==> config.mk <==
export PLATFORM = sky130hd
export DESIGN_NAME = regfile_dump_ctrl
export DESIGN_NICKNAME = d
export VERILOG_FILES = /design/src/rtl/regfile_dbg_pkg.sv /design/src/rtl/regfile_dump_ctrl.sv
export SDC_FILE = /design/constraint.sdc
export NUM_CORES = 1
export LEC_CHECK = 0
export CAP_MARGIN = 20
export CORE_MARGIN = 2
export CORE_UTILIZATION = 30
export CTS_CLUSTER_DIAMETER = 30
export DETAILED_ROUTE_END_ITERATION = 8
export PLACE_DENSITY = 0.67
export RECOVER_POWER = 100
export SYNTH_ARGS = -nofsm -noshare
export SYNTH_HDL_FRONTEND = slang
export SYNTH_SLANG_ARGS = --single-unit
==> constraint.sdc <==
create_clock -name clk -period 1.8 [get_ports clk]
set_clock_uncertainty 0.05 [all_clocks]
set_input_delay 0.36 -clock clk [delete_from_list [all_inputs] [get_ports clk]]
set_output_delay 0.36 -clock clk [all_outputs]
set_load 0.01 [all_outputs]
==> src/rtl/regfile_dbg_pkg.sv <==
// regfile_dbg_pkg: shared states and constants for the register-file debug walker.
package regfile_dbg_pkg;
  typedef enum logic [2:0] {S_IDLE, S_HALT_WAIT, S_READ, S_SEND, S_CLEAR, S_FINISH} state_t;
  localparam logic MODE_DUMP = 1'b0;
  localparam logic MODE_CLEAR = 1'b1;
  localparam int ZERO_REG = 0;
  localparam int NUM_REGS_DEF = 32;
endpackage

==> src/rtl/regfile_dump_ctrl.sv <==
// regfile_dump_ctrl: halts the core, then dumps or clears the register file.
module regfile_dump_ctrl
  import regfile_dbg_pkg::*;
#(
  parameter int NUM_REGS = NUM_REGS_DEF,
  parameter int ADDR_W = $clog2(NUM_REGS),
  parameter int DATA_W = 32
) (
  input  logic              clk,
  input  logic              rst,
  input  logic              start,
  input  logic              mode,
  input  logic              cpu_halted,
  output logic              halt_req,
  output logic [ADDR_W-1:0] rf_read_addr,
  input  logic [DATA_W-1:0] rf_read_data,
  output logic              rf_write_en,
  output logic [ADDR_W-1:0] rf_write_addr,
  output logic [DATA_W-1:0] rf_write_data,
  output logic              dump_valid,
  input  logic              dump_ready,
  output logic [ADDR_W-1:0] dump_index,
  output logic [DATA_W-1:0] dump_data,
  output logic              busy,
  output logic              done,
  output logic              aborted
);
  state_t state, state_n;
  logic [ADDR_W-1:0] idx;
  logic mode_q, last, live, abort, step;
  assign last = idx == ADDR_W'(NUM_REGS - 1);
  assign live = state == S_READ || state == S_SEND || state == S_CLEAR;
  assign abort = live && !cpu_halted;
  assign step = !abort && !last && ((state == S_SEND && dump_ready) || state == S_CLEAR);
  always_ff @(posedge clk)
    if (rst) state <= S_IDLE;
    else state <= state_n;
  always_comb begin
    state_n = state;
    case (state)
      S_IDLE:      state_n = start ? S_HALT_WAIT : S_IDLE;
      S_HALT_WAIT: state_n = !cpu_halted ? S_HALT_WAIT : (mode_q == MODE_CLEAR ? S_CLEAR : S_READ);
      S_READ:      state_n = S_SEND;
      S_SEND:      state_n = !dump_ready ? S_SEND : (last ? S_FINISH : S_READ);
      S_CLEAR:     state_n = last ? S_FINISH : S_CLEAR;
      default:     state_n = S_IDLE;
    endcase
    if (abort) state_n = S_IDLE;
  end
  always_ff @(posedge clk) begin
    if (rst) begin
      idx <= '0;
      mode_q <= MODE_DUMP;
      halt_req <= 1'b0;
      dump_index <= '0;
      dump_data <= '0;
      aborted <= 1'b0;
    end else begin
      aborted <= abort;
      if (state == S_IDLE && start) begin
        mode_q <= mode;
        idx <= mode == MODE_DUMP ? ADDR_W'(ZERO_REG) : ADDR_W'(ZERO_REG + 1);
        halt_req <= 1'b1;
      end
      if (state == S_FINISH || abort) halt_req <= 1'b0;
      if (state == S_READ) begin
        dump_index <= idx;
        dump_data <= rf_read_data;
      end
      if (step) idx <= idx + 1'b1;
    end
  end
  // Gating by cpu_halted drops a pending beat/write in the very cycle the core resumes.
  assign dump_valid = state == S_SEND && cpu_halted;
  assign rf_write_en = state == S_CLEAR && cpu_halted;
  assign rf_read_addr = state == S_READ ? idx : '0;
  assign rf_write_addr = state == S_CLEAR ? idx : '0;
  assign rf_write_data = '0;
  assign busy = state != S_IDLE;
  assign done = state == S_FINISH;
endmodule
Yosys cells after proc, flatten, opt, wreduce, memory -nomap -nowiden
Index checks and enable logic that the tools add are counted.
Storage, ports and cells
  input port bits: 38
  flip-flop bits (word level): 48
  logic and storage cells: 45
  output and inout port bits: 85
Operators by class
  reductions and logical operators: 19
  equal/unequal tests: 6
  mux-type cells: 12
  $add $sub $neg: 1
Operator list (count)
  5-bit two-way mux: 4
  3-bit case mux with 5 select lines: 1
  3-bit two-way mux: 4
  1-bit logical AND: 7
  3-bit by 2-bit == test with 1-bit output (second input constant): 2
  3-bit == test (second input constant): 2
  5-bit by 1-bit adder with 5-bit output (second input constant): 1
  5-bit == test (second input constant): 1
  1-bit logical OR: 4
  2-bit OR reduction: 2
  3-bit by 1-bit == test with 1-bit output (second input constant): 1
  1-bit logical NOT: 3
  3-bit logical NOT: 1
  1-bit two-way mux: 3
  3-bit nonzero test: 1
  2-bit nonzero test: 1

Logic depth before layout (Yosys ltp)
Gate-level depths: netlist of run 1.
  depth after elaboration: 8
  gate-level depth with buffers: 7
  depth with buffers taken out: 7

Worst setup path after synthesis of run 1
Ideal clock, no wire load.
  path type: flip-flop to flip-flop
  from: register idx[0]
  to: register idx[2]
  arrival time: 1.776 ns
  setup time: 0.074 ns
  data required time: 1.676 ns
  stages on the path, launching flop included: 8
  path slack: -0.100 ns
  buffers on the path: 0
  path through: dfxtp_1 -> ha_1 -> and3_1 -> ha_1 -> and2b_1 -> o21ai_4 -> or3b_1 -> a31oi_1
On the way
  longest elaborated chain between the ends: 5
  elaborated cells on any way between the ends: 7
RTL lines
  start: declaration: line regfile_dump_ctrl.sv:29  | logic [ADDR_W-1:0] idx;
  start signal: assignment: line regfile_dump_ctrl.sv:62  | idx <= mode == MODE_DUMP ? ADDR_W'(ZERO_REG) : ADDR_W'(ZERO_REG + 1);
  start signal: assignment: line regfile_dump_ctrl.sv:70  | if (step) idx <= idx + 1'b1;
  branches (longest 5 deep; another with 5-bit by 1-bit adder with 5-bit output)
Parallel ways; which one is timed is not known.
A chain may end at the register's enable or synchronous reset.

Worst setup path in the final report of run 1
  from: register state[1]
  to: output rf_write_addr[2]
On the way
  longest elaborated chain between the ends: 2
RTL lines
  start: declaration: line regfile_dump_ctrl.sv:28  | state_t state, state_n;
  start signal: assignment: line regfile_dump_ctrl.sv:37  | else state <= state_n;
  3-bit == test: line regfile_dump_ctrl.sv:77  | assign rf_write_addr = state == S_CLEAR ? idx : '0;
  5-bit two-way mux: line regfile_dump_ctrl.sv:77
  end: declaration: line regfile_dump_ctrl.sv:18  | output logic [ADDR_W-1:0] rf_write_addr,
No other way between the ends.

==> key figures, run 1 <==
Detailed routing
  • ANT nets after route: 0
  • Avg WL per Cell: 11.68 microns
  • DR DRC count: 0
  • TritonRoute pass-1 iters: 4
  • Initial drt markers: 48
  • Avg Vias per Cell: 4.386
  • Total number of vias: 2171
  • Total Wirelength: 5.781 mm

Synth
  • Synth Warn #: 0
  • Synth Area per Inst: 7.951 sq um
  • Syn Inst Count: 282
  • EDFF count, synth: 0
  • Register area share after synthesis: 0.4286
  • Yosys reg bits: 48
  • Yosys top cell area share: 0.4286
  • Post-synth design cell area: 2242 sq um
  • Ys flop type: dfxtp_1
  • Top cell type by total area after synthesis: dfxtp_1
  • Synth area leaders: dfxtp_1 (43%), nand2_1 (13%), buf_4 (11%), a21oi_1 (10%), buf_2 (1.8%)
  • Netlist cell types: 40
  • Asr flop ratio synth: 0

Clock tree
  • # hold bufs at CTS: 0
  • Worst-path clk slew: 0.08 ns
  • Clock Sinks: 48
  • TritonCTS clock tree: done
  • CTS Buf Count: 5
  • Clock root cell: clkbuf_8
  • CTS max path bufs: 2
  • Clock latency on the worst-skew pair: 0.29 ns
  • H-tree depth: 2

Worst hold path
  • Hold path depth: 2
  • Hold wc startpoint: dump_index[1]
  • Hold Path Sink: dump_index[1]
  • Worst min-delay path class: reg -> reg

STA
  • Period utilization: 1.008
  • Slew Limit Fails: 0
  • Final setup fails: 1
  • Min Hold Slack: 0.4072 ns
  • Setup TNS: -0.01366 ns
  • Worst Max-Slew Pin Slew: 0.7201 ns
  • Min cycle time layout: 1.814 ns
  • RSZ-0062 raised after global routing: yes
  • Worst slew margin: 0.5200
  • Maximum clock rate: 551.4 MHz
  • PnR worst setup slack: -0.01366 ns
  • Final Hold Fails: 0

Floorplan
  • Die area: 8181 sq um
  • Core ar.: 7253 sq um
  • Die height: 90.45 microns
  • I/O Pins: 123
  • # rows: 31
  • Die width: 90.45 microns
  • Starting Density: 0.3091

Global route
  • Global route total overflow: 0
  • Largest net degree at the start of global routing: 38
  • GRT Overall Usage: 0.1408
  • Vias in the first global route: 1990
  • Initial antenna violation count: 0
  • First-pass GRT wire length: 9.480 mm

Worst setup path
  • Data arrival time at the worst-slack endpoint: 1.40 ns
  • Required time of the critical path: 1.39 ns
  • CP Launch Type: register
  • Crit end category: primary output
  • RR Endpoint: idx[2]
  • Worst r2r src: idx[1]
  • Crit path max fanout: 5
  • Worst reg-to-reg path cell count: 7
  • Slack of the worst reg-to-reg path: 0.03 ns
  • WS Path Type: reg -> out

Power and ir drop
  • Maximum vdd drop: 301.1 uV
  • Power Dens Cells: 665.7 nW/um^2
  • Static leakage: 1.440 nW

Finish
  • Share of layout cells above drive strength 1: 0.2172
  • Layout area overhead: 56.03%
  • Final net count: 436
  • ANT cells: 0

Placed design
  • Hpwl dp: 4.037 mm
  • I/O Buffers: 90
  • Placer Congestion: 0.8374

Flow run
  • Max Cap Viol: 0

Outcome
  • Status: finished with violations
  • Failing checks: negative setup slack
==> cell usage in the layout (no fill, tap or decap), types with 5 or more instances in the layout <==
cell	instances
buf_2	6
clkbuf_8	5
buf_4	28
nand2_4	5
nand3_1	6
inv_2	5
conb_1	32
dfxtp_1	43
a21oi_1	45
nand2_1	72
clkdlybuf4s50_1	75
buf_6	12
dfxtp_2	5
==> synthesized netlist by cell type, types with 2 or more instances <==
library cell,instances
dfxtp_1,48
ha_1,3
and2_2,5
nand2b_1,2
nand3_1,6
a31oi_1,4
nor2_1,4
o211ai_1,2
or2_2,2
clkbuf_1,6
or3b_1,2
and2b_1,2
buf_4,32
and3_1,2
buf_2,8
o21bai_1,2
a21oi_1,45
or3_1,2
nand2_1,77
inv_1,6
and2_1,2
nor2b_1,2
==> how the worst max path moves through the flow <==
stage,cells past startpoint,endpoint,start,slack [ns]
3_3_place_gp,4,dump_valid,cpu_halted,-0.31
2_1_floorplan,7,idx[2],idx[0],0.01
3_5_place_dp,4,dump_valid,cpu_halted,-0.32
5_1_grt,6,rf_read_addr[4],state[1],-0.11
4_1_cts,6,rf_read_addr[2],state[1],-0.04
6_report,4,rf_write_addr[2],state[1],-0.01
==> worst max-delay path: stages (launching register included) <==
cell,delay (ns)
dfxtp_2,0.33
buf_6,0.12
nor3b_4,0.27
and2_2,0.18
clkdlybuf4s15_2,0.21
==> kinds of logic after synthesis <==
family,share of synthesized area
mux,0.004464
simple gates,0.2455
flops,0.4286
other cells,0.001673
compound gates,0.1512
buf+inv,0.1518
fa+ha+maj,0.01674
==> through the flow <==
stage	cell area (sq um)	setup slack [ns]	power (mW)	utilization	cells
2_1_floorplan	2371	0.009787	1.404	-	313
3_3_place_gp	3238	-0.3053	1.571	0.4464	476
3_5_place_dp	3238	-0.3206	1.575	0.4464	476
4_1_cts	3403	-0.04375	2.357	0.4692	489
5_1_grt	3498	-0.1145	2.456	0.4823	495
6_report	3498	-0.01366	2.329	0.4823	495
==> metal layers <==
layer / vias to the layer above / GRT usage / share of wire / routed length [microns]
met1: 1010 / 0.1600 / 0.44 / 2537
met4: 0 / 0.03462 / 0.0036 / 21
met5: - / 0 / 0 / 0
met3: 2 / 0.04257 / 0.053 / 304
met2: 69 / 0.2569 / 0.50 / 2918
li1: 1090 / - / - / -
==> report_power, final <==
part	leakage, nW	total [mW]	switching, mW	internal [mW]
combinational	0.993	0.434	0.211	0.223
clock	0.0552	0.762	0.350	0.413
sequential	0.391	1.13	0.0272	1.11
total	1.44	2.33	0.588	1.74
==> registers in the layout, summed over array words and instances (netlist names) <==
register / flops
halt_req: 1
dump_data: 32
aborted: 1
mode_q: 1
state: 3
idx: 5
dump_index: 5
==> layout make-up <==
type	count	area (sq um)
clock buffer	6	72.57
clock inverter	2	35.03
fill	728	3755
inverter	6	22.52
multi-input combinational	211	1135
sequential	48	967.2
tap	99	123.9
timing repair buffer	123	1142
==> what timing repair did <==
item	CTS	global route
setup endpoints to repair	15	24
hold endpoints to repair	0	0
buffers inserted	6	6
pin swaps	4	9
resized for setup	72	21
Power figures use the tool's default switching activity.
==> run 2, diff against run 1 <==
--- a/config.mk
+++ b/config.mk
@@ -5,9 +5,9 @@
 export SDC_FILE = /design/constraint.sdc
 export NUM_CORES = 1
 export LEC_CHECK = 0
-export CAP_MARGIN = 20
 export CORE_MARGIN = 2
 export CORE_UTILIZATION = 30
+export CTS_BUF_LIST = sky130_fd_sc_hd__clkbuf_4
 export CTS_CLUSTER_DIAMETER = 30
 export DETAILED_ROUTE_END_ITERATION = 8
 export PLACE_DENSITY = 0.67
==> run 2 against run 1 <==
Effect of this change:
- the flow still finishes with violations (negative setup slack)
- die area is the same
- register-to-register slack lost 0.06 ns
- fmax shrank 3.9%
- utilization grew 0.17 points
- critical endpoint is now rf_write_addr[1]
==> key figures, run 2 (synthesis gave the netlist of run 1 again) <==
Outcome
  • Status: finished with violations
  • Failing checks: negative setup slack

Finish
  • Biggest regs: dump_data: 32 flops, dump_index: 5 flops, idx: 5 flops
  • Sequential cell area: 968.4 sq um (+0.13%)
  • Commonest non-fill, non-tap cell in the layout: nand2_1
  • Area occupied by multi-input gates: 1135 sq um (unchanged)
  • Most flops, register: dump_data
  • Layout area overhead: 56.58%
  • Max reg flops: 32 (unchanged)
  • Share of layout cells above drive strength 1: 0.2180 (+0.0008734)
  • Fill count: 722 (-0.82%)
  • ANT cells: 0 (unchanged)
  • Core Util, Final: 0.4840 (+0.001725)
  • Commonest non-fill, non-tap cells in the layout: nand2_1 (72), clkdlybuf4s50_1 (68), a21oi_1 (45), dfxtp_1 (44), conb_1 (32)
  • Finished Layout Cells: 498 (+0.61%)
  • Post-route cell area: 3511 sq um (+0.36%)
  • Final net count: 439 (+0.69%)

Power and ir drop
  • Total power: 2.214 mW (-4.9%)
  • Maximum vdd drop: 274.4 uV (-8.9%)
  • Power Dens Cells: 630.6 nW/um^2 (-5.3%)
  • Static leakage: 1.484 nW (+3.1%)

STA
  • PnR worst setup slack: -0.08807 ns (-0.07440 ns)
  • Final Hold Fails: 0 (unchanged)
  • RSZ-0062 raised after global routing: yes
  • Min cycle time layout: 1.888 ns (+0.07440 ns)
  • Final setup fails: 13 (+12)
  • Period utilization: 1.049 (+0.04134)
  • Slew Limit Fails: 0 (unchanged)
  • Worst Max-Slew Pin Slew: 0.7115 ns (-0.008600 ns)
  • Maximum clock rate: 529.6 MHz (-3.9%)
  • Worst slew margin: 0.5257 (+0.005734)
  • Min Hold Slack: 0.3921 ns (-0.01512 ns)
  • Setup TNS: -0.5367 ns (-0.5231 ns)

Worst setup path
  • Crit path max fanout: 5 (unchanged)
  • Worst Setup SP: state[2]
  • CP Launch Type: register
  • CP peak stage delay: 0.37 ns (+0.04 ns)
  • Crit end category: primary output
  • Required time of the critical path: 1.39 ns (about the same)
  • Worst r2r src: idx[1]
  • WS Path Type: reg -> out
  • Data arrival time at the worst-slack endpoint: 1.48 ns (+0.08 ns)
  • CP cell instances: buf_6, nor3b_4, buf_6, buf_6, and2_4, buf_6
  • Most frequent cell on the critical path: buf_6
  • Crit path max-delay cell type: dfxtp_1
  • Slack of the worst reg-to-reg path: -0.03 ns (-0.06 ns)

Placed design
  • I/O Buffers: 90 (unchanged)
  • Cells after DPL: 476 (unchanged)
  • Placer Congestion: 0.8374 (unchanged)
  • Hpwl dp: 4.037 mm (unchanged)
  • Pre-CTS WS: -0.3206 ns (unchanged)
  • Post-place instance area: 3238 sq um (unchanged)

Floorplan
  • I/O Pins: 123 (unchanged)
  • Starting Density: 0.3091 (unchanged)
  • Core ar.: 7253 sq um (unchanged)
  • Die height: 90.45 microns (unchanged)
  • Die width: 90.45 microns (unchanged)
  • # rows: 31 (unchanged)
  • Die area: 8181 sq um (unchanged)

Detailed routing
  • ANT nets after route: 0 (unchanged)
  • Total number of vias: 2192 (+0.97%)
  • Avg WL per Cell: 11.64 microns (-0.34%)
  • Avg Vias per Cell: 4.402 (+0.36%)
  • Total Wirelength: 5.796 mm (+0.26%)
  • DR DRC count: 0 (unchanged)
  • Initial drt markers: 47 (-2.1%)
  • TritonRoute pass-1 iters: 4 (unchanged)

Global route
  • Initial antenna violation count: 0 (unchanged)
  • First-pass GRT wire length: 9.584 mm (+1.1%)
  • GRT Overall Usage: 0.1417 (+0.0008821)
  • Largest net degree at the start of global routing: 38 (unchanged)
  • Vias in the first global route: 2041 (+2.6%)
  • Global route total overflow: 0 (unchanged)

Clock tree
  • CTS max path bufs: 2 (unchanged)
  • Clock latency on the worst-skew pair: 0.35 ns (+0.06 ns)
  • CTS Buf Count: 5 (unchanged)
  • Clock Sinks: 48 (unchanged)
  • Worst-path clk slew: 0.13 ns (+0.05 ns)
  • H-tree depth: 2 (unchanged)
  • Clock root cell: clkbuf_4
  • TritonCTS clock tree: done

Worst hold path
  • Worst min-delay path class: in -> reg
  • Hold wc startpoint: rst

Flow run
  • Max Cap Viol: 0 (unchanged)
run 2: cell count changes in the layout (fill, tap and decap cells not counted), moves of 2 or more:
cell / change
buf_6: +4
clkbuf_4: +7
clkbuf_8: -5
clkdlybuf4s50_1: -7
dfxtp_2: -2
dlygate4sd3_1: +7
run 2: timing repair:
action | 4_1_cts | 5_1_grt
endpoints found under the setup margin | 16 | 29
pin swaps | 5 | 10
gates resized for setup | 87 | 15
gates cloned | 0 | 0
buffers inserted | 9 | 5
hold buffers | 0 | 0
run 2: path summary, 6_finish.rpt:
path,to,depth (start not counted)
setup / recovery,rf_write_addr[1],6
hold / removal,aborted,2
setup reg to reg,idx[3],7
hold reg to reg,dump_data[7],2
run 2: report_power, final:
group          switching, mW  total (mW)  leakage (nW)  internal (mW)
Sequential            0.0254        1.13         0.391           1.11
Combinational          0.214       0.440          1.05          0.226
Clock                  0.335       0.642        0.0456          0.307
run 2: worst max-delay path, delay by kind of cell, from the launching register on:
family                 cells  cell delay (ns)
and+or+nand+nor            2             0.32
DFF                        1             0.37
buffers and inverters      4             0.44
run 2: routing by layer:
layer / vias up / routed length, microns / GRT usage
li1: 1094 / - / -
met1: 1020 / 2425 / 0.1589
met2: 69 / 2944 / 0.2563
met3: 9 / 335 / 0.04174
met4: 0 / 90 / 0.04615
met5: - / 0 / 0
run 2: layout make-up:
| type | instances | share of cell area |
|---|---|---|
| clock buffers | 6 | 0.01283 |
| repair buffers | 126 | 0.3364 |
| flip-flops and latches | 48 | 0.2758 |
| well taps | 99 | 0.03528 |
| inverters | 6 | 0.006415 |
| multi-input cells | 211 | 0.3232 |
| clock inverters | 2 | 0.009979 |
